<file path="src/rtl/mole_round_ctrl.sv">
// Whack-a-mole round sequencer: game-tick prescaler, IDLE/READY/PLAY/OVER flow, score keeping.
// Optional MOLE_HIGH_SCORE_EN keeps the best final score across games until reset.
module mole_round_ctrl #(
  parameter int TICK_DIV    = 100000000,
  parameter int READY_TICKS = 3,
  parameter int TIME_BITS   = 6,
  parameter int SCORE_BITS  = 8
) (
  input  logic                  clk,
  input  logic                  reset,
  input  logic                  start,
  input  logic                  hit,
  input  logic [TIME_BITS-1:0]  time_left,
  output logic                  time_en,
  output logic                  time_srst,
  output logic                  tick,
  output logic [1:0]            state,
  output logic [SCORE_BITS-1:0] score,
  output logic                  game_over,
  output logic [SCORE_BITS-1:0] high_score
);

  localparam int PW = (TICK_DIV > 2) ? $clog2(TICK_DIV) : 1;
  localparam int RW = $clog2(READY_TICKS + 1);

  typedef enum logic [1:0] {IDLE = 2'd0, READY = 2'd1, PLAY = 2'd2, OVER = 2'd3} state_t;

  state_t                st;
  logic [PW-1:0]         presc;
  logic [RW-1:0]         ready_cnt;
  logic                  start_q;
  logic                  start_rise;
  logic [SCORE_BITS-1:0] score_inc;

  assign start_rise = start & ~start_q;
  assign tick       = (presc == PW'(TICK_DIV - 1));
  // Saturating increment; also the final score seen by the high-score capture.
  assign score_inc  = (hit && (score != '1)) ? score + 1'b1 : score;

  always_ff @(posedge clk) begin
    if (reset) begin
      st        <= IDLE;
      score     <= '0;
      presc     <= '0;
      ready_cnt <= '0;
      start_q   <= 1'b1;
    end else begin
      start_q <= start;
      presc   <= ((st == READY) || (st == PLAY)) ? (tick ? '0 : presc + 1'b1) : '0;
      case (st)
        IDLE, OVER: begin
          if (start_rise) begin
            st        <= READY;
            score     <= '0;
            ready_cnt <= RW'(READY_TICKS);
          end
        end
        READY: begin
          if (tick) begin
            ready_cnt <= ready_cnt - 1'b1;
            if (ready_cnt == RW'(1)) st <= PLAY;
          end
        end
        PLAY: begin
          score <= score_inc;
          if (time_left == '0) begin
            st    <= OVER;
            presc <= '0;
          end
        end
      endcase
    end
  end

  assign state     = st;
  assign game_over = (st == OVER);
  assign time_en   = (st == PLAY) & tick;
  assign time_srst = (st == IDLE) | (st == READY);

`ifdef MOLE_HIGH_SCORE_EN
  logic [SCORE_BITS-1:0] hs;
  always_ff @(posedge clk) begin
    if (reset) hs <= '0;
    else if ((st == PLAY) && (time_left == '0) && (score_inc > hs)) hs <= score_inc;
  end
  assign high_score = hs;
`else
  assign high_score = '0;
`endif

endmodule
</file>
<file path="config.mk">
export PLATFORM = sky130hd
export DESIGN_NAME = mole_round_ctrl
export DESIGN_NICKNAME = d
export VERILOG_FILES = /design/src/rtl/mole_round_ctrl.sv
export SDC_FILE = /design/constraint.sdc
export NUM_CORES = 1
export LEC_CHECK = 0
export ABC_CLOCK_PERIOD_IN_PS = 2300
export CAP_MARGIN = 20
export CORE_MARGIN = 2
export CORE_UTILIZATION = 40
export DETAILED_ROUTE_END_ITERATION = 6
export GPL_TIMING_DRIVEN = 0
export PLACE_DENSITY = 0.71
export RECOVER_POWER = 100
export REMOVE_ABC_BUFFERS = 1
export SYNTH_ARGS = -nofsm -noshare
export SYNTH_HDL_FRONTEND = slang
export SYNTH_SLANG_ARGS = --single-unit
</file>
<file path="constraint.sdc">
create_clock -name clk -period 2.3 [get_ports clk]
set_clock_uncertainty 0.2 [all_clocks]
set_input_delay 0.46 -clock clk [delete_from_list [all_inputs] [get_ports clk]]
set_output_delay 0.46 -clock clk [all_outputs]
set_load 0.02 [all_outputs]
</file>
==> run_results.csv <==
group,metric,value,unit
route,dr.first_iter.drc_count,95,
place,dpl.hpwl,2700,um
power_and_ir_drop,power_switching,0.477,mW
global_routing,grt_overflow,0,
power_and_ir_drop,p_int,1.11,mW
power_and_ir_drop,p_leak,0.919,nW
setup_path,cpPeakStageDelay,0.35,ns
job,drv_cap,0,
global_routing,grt_pass1_vias,1549,
sta,setup_ws,-0.0774,ns
sta,post-route-min-period,2.38,ns
die,die_w,75.9,um
sta,rsz0062_at_grt,"true",
sta,min_period_over_period,1.03,
global_routing,grt_max_degree,27,
synth,synthCells,243,
die,rows,26,
layout,fin_area,2570,um^2
route,dr_wl_met3,155,um
layout,final_util,0.509,
route,routed_via_density,4.95,
die,ios,32,
synth,synth-seq-cells,40,
layout,regArea,828,um^2
layout,multi_input_area,1240,um^2
layout,final_common_cell,"nor2_1",
die,core-area,5040,um^2
global_routing,grt_first_pass_wirelength,6810,um
die,dieArea,5760,um^2
route,drc,0,
global_routing,grt.total_usage,0.154,
sta,setup_viol,1,
cts,cts.clk_slew.worst_paths,0.07,ns
synth,syn_area,2070,um^2
route,highest_layer,"met4",
sta,hold_slack,0.255,ns
route,dr_wl_met2,1930,um
synth,yosysSeqAreaShare,0.388,
sta,hold_viol,0,
cts,clock_latency,0.29,ns
layout,layout-drive-gt1-share,0.201,
setup_path,end_kind,"output pin",
setup_path,crit_type,"reg -> out",
status,violations,"negative setup slack",
power_and_ir_drop,finalPower,1.59,mW
route,drtAntennaViolNets,0,
layout,antennaDiodeCount,0,
global_routing,antenna_found_initial,0,
setup_path,cpMostUsedCell,"nor4b_4",
die,start_util,0.410,
route,post_drt_wl_per_cell,11.7,um
power_and_ir_drop,pwr-share-comb,0.223,
worst_hold_path,hold_path_class,"reg -> reg",
setup_path,startpoint_type,"register",
place,place_area,2320,um^2
route,vias,1704,
layout,syn2layout_area_growth,24.3,%
cts,h-tree-depth,2,
setup_path,slowest_stage,"dfxtp_4",
cts,clock_tree.root_cell,"clkbuf_8",
setup_path,required,1.64,ns
power_and_ir_drop,power.density,617,nW/um^2
setup_path,path_cells,"nor4b_4 -> nand2_1 -> nor4b_4 -> buf_4 -> and2_4 -> buf_6",
power_and_ir_drop,power_frac_seq,0.479,
power_and_ir_drop,peakVddDrop,340,uV
layout,num-nets-final,291,
sta,max-slew-margin-rel,0.542,
route,drt_pass1_iterations,4,
synth,syn_avg_cell_area,8.50,um^2
cts,cts_max_path_buffers,2,
cts,clkSinkCount,40,
status,status,"finished, violations left",
place,gp_congestion,0.775,
power_and_ir_drop,swShare,0.301,
power_and_ir_drop,clockPowerShare,0.298,
cts,cts_tree,"built",
place,port_buffers,23,
sta,tightestPinTransition,0.679,ns
synth,ys_warn_count,0,
sta,fmax,421,MHz
die,die_h,75.9,um
setup_path,critPathMaxFanout,2,
layout,fillers,482,
route,drt-total-wl,4010,um
synth,synth_cell_types,40,
sta,fin_setup_tns,-0.0774,ns
layout,final_cell_mix,"nor2_1 (40), dfxtp_1 (24), nand2_1 (16)",
setup_path,worstPathArrival,1.72,ns
cts,cts_buffers,5,
sta,maxSlewViolCount,0,
route,wl_met1,1880,um
[power by group through the flow]
stage          combinational [mW]  clock (mW)  sequential (mW)
5_1_grt                     0.398       0.518            0.766
6_report                    0.353       0.473            0.760
2_1_floorplan               0.229           0            0.774
3_3_place_gp                0.336           0            0.768
3_5_place_dp                0.343           0            0.769
4_1_cts                     0.350       0.487            0.758
[synth_stat cells]
cell type	instances	area (um^2)
nor2b_1	1	6.26
and2_1	3	18.8
o2bb2ai_1	1	8.76
nor4b_4	1	23.8
nor2_1	40	150
nor2_2	2	12.5
nor4_2	2	25.0
o311ai_0	1	8.76
a211oi_1	1	7.51
nand2b_1	3	18.8
inv_1	11	41.3
conb_1	1	3.75
mux2_2	2	22.5
or3_1	2	12.5
ha_1	8	100
a221oi_1	2	17.5
nand4_1	4	25.0
mux2i_1	2	20.0
nor3_1	7	35.0
a221o_1	1	10.0
o21ai_0	8	40.0
and3_1	5	31.3
and4_1	3	26.3
o21bai_1	1	7.51
a21oi_1	5	25.0
nand2_1	17	63.8
dfxtp_1	40	801
a22o_1	6	52.6
xor2_1	9	78.8
o21ai_1	1	5.00
or4_1	2	15.0
nand3_1	13	65.1
clkbuf_1	1	3.75
nor4b_1	2	17.5
nand3_2	1	10.0
buf_2	3	15.0
xnor2_1	14	123
nor4_1	3	18.8
or2_2	5	31.3
buf_4	9	67.6
[path summary, 6_finish.rpt]
check	from	to	slack, ns	depth (start not counted)
hold reg to reg	presc[0]	presc[0]	0.26	1
setup reg to reg	score[0]	score[0]	0.04	6
setup / recovery	presc[25]	time_en	-0.08	6
hold / removal	presc[0]	presc[0]	0.26	1
[per-layer routing]
| metal | vias to the layer above | track usage |
|---|---|---|
| li1 | 882 | - |
| met1 | 791 | 0.202 |
| met2 | 25 | 0.249 |
| met3 | 6 | 0.0397 |
| met4 | 0 | 0.0468 |
| met5 | - | 0 |
[through the flow]
stage,worst slack [ns],instances
2_1_floorplan,-0.111,237
3_3_place_gp,-0.661,330
3_5_place_dp,-0.670,330
4_1_cts,-0.101,344
5_1_grt,-0.196,344
6_report,-0.0774,344
[final cells by class]
| type | instances | area share |
|---|---|---|
| Timing Repair Buffer | 29 | 0.109 |
| Clock buffer | 8 | 0.0351 |
| Tap cell | 70 | 0.0341 |
| Multi-Input combinational cell | 186 | 0.484 |
| Inverter | 11 | 0.0161 |
| Sequential cell | 40 | 0.322 |
[timing repair]
item                                    CTS  global route
hold buffers                              0             0
endpoints found under the setup margin   33            38
gates resized for setup                  40             9
cloned                                    0             0
pin swaps                                 5             0
buffers inserted                          6             1
[cell families (layout without fill, tap and decap cells)]
| family | Yosys count | count (layout) | share of synthesized area |
|---|---|---|---|
| simple gates | 116 | 116 | 0.294 |
| mux | 4 | 4 | 0.0206 |
| buf+inv | 24 | 48 | 0.0618 |
| compound gates | 27 | 27 | 0.0884 |
| flops | 40 | 40 | 0.388 |
| other cells | 1 | 8 | 0.00182 |
| fa+ha+maj | 8 | 8 | 0.0485 |
| xor+xnor | 23 | 23 | 0.0975 |
[critical path: cells and delay by family (launching register included)]
kind          cells  cell delay, ns
simple gates      4            0.81
buf+inv           2            0.27
flops             1            0.35
[state kept, by name (all words and copies together) (netlist names)]
signal	count
presc	27
ready_cnt	2
score	8
start_q	1
state	2
Note: power is estimated with default switching activity, not from simulation.
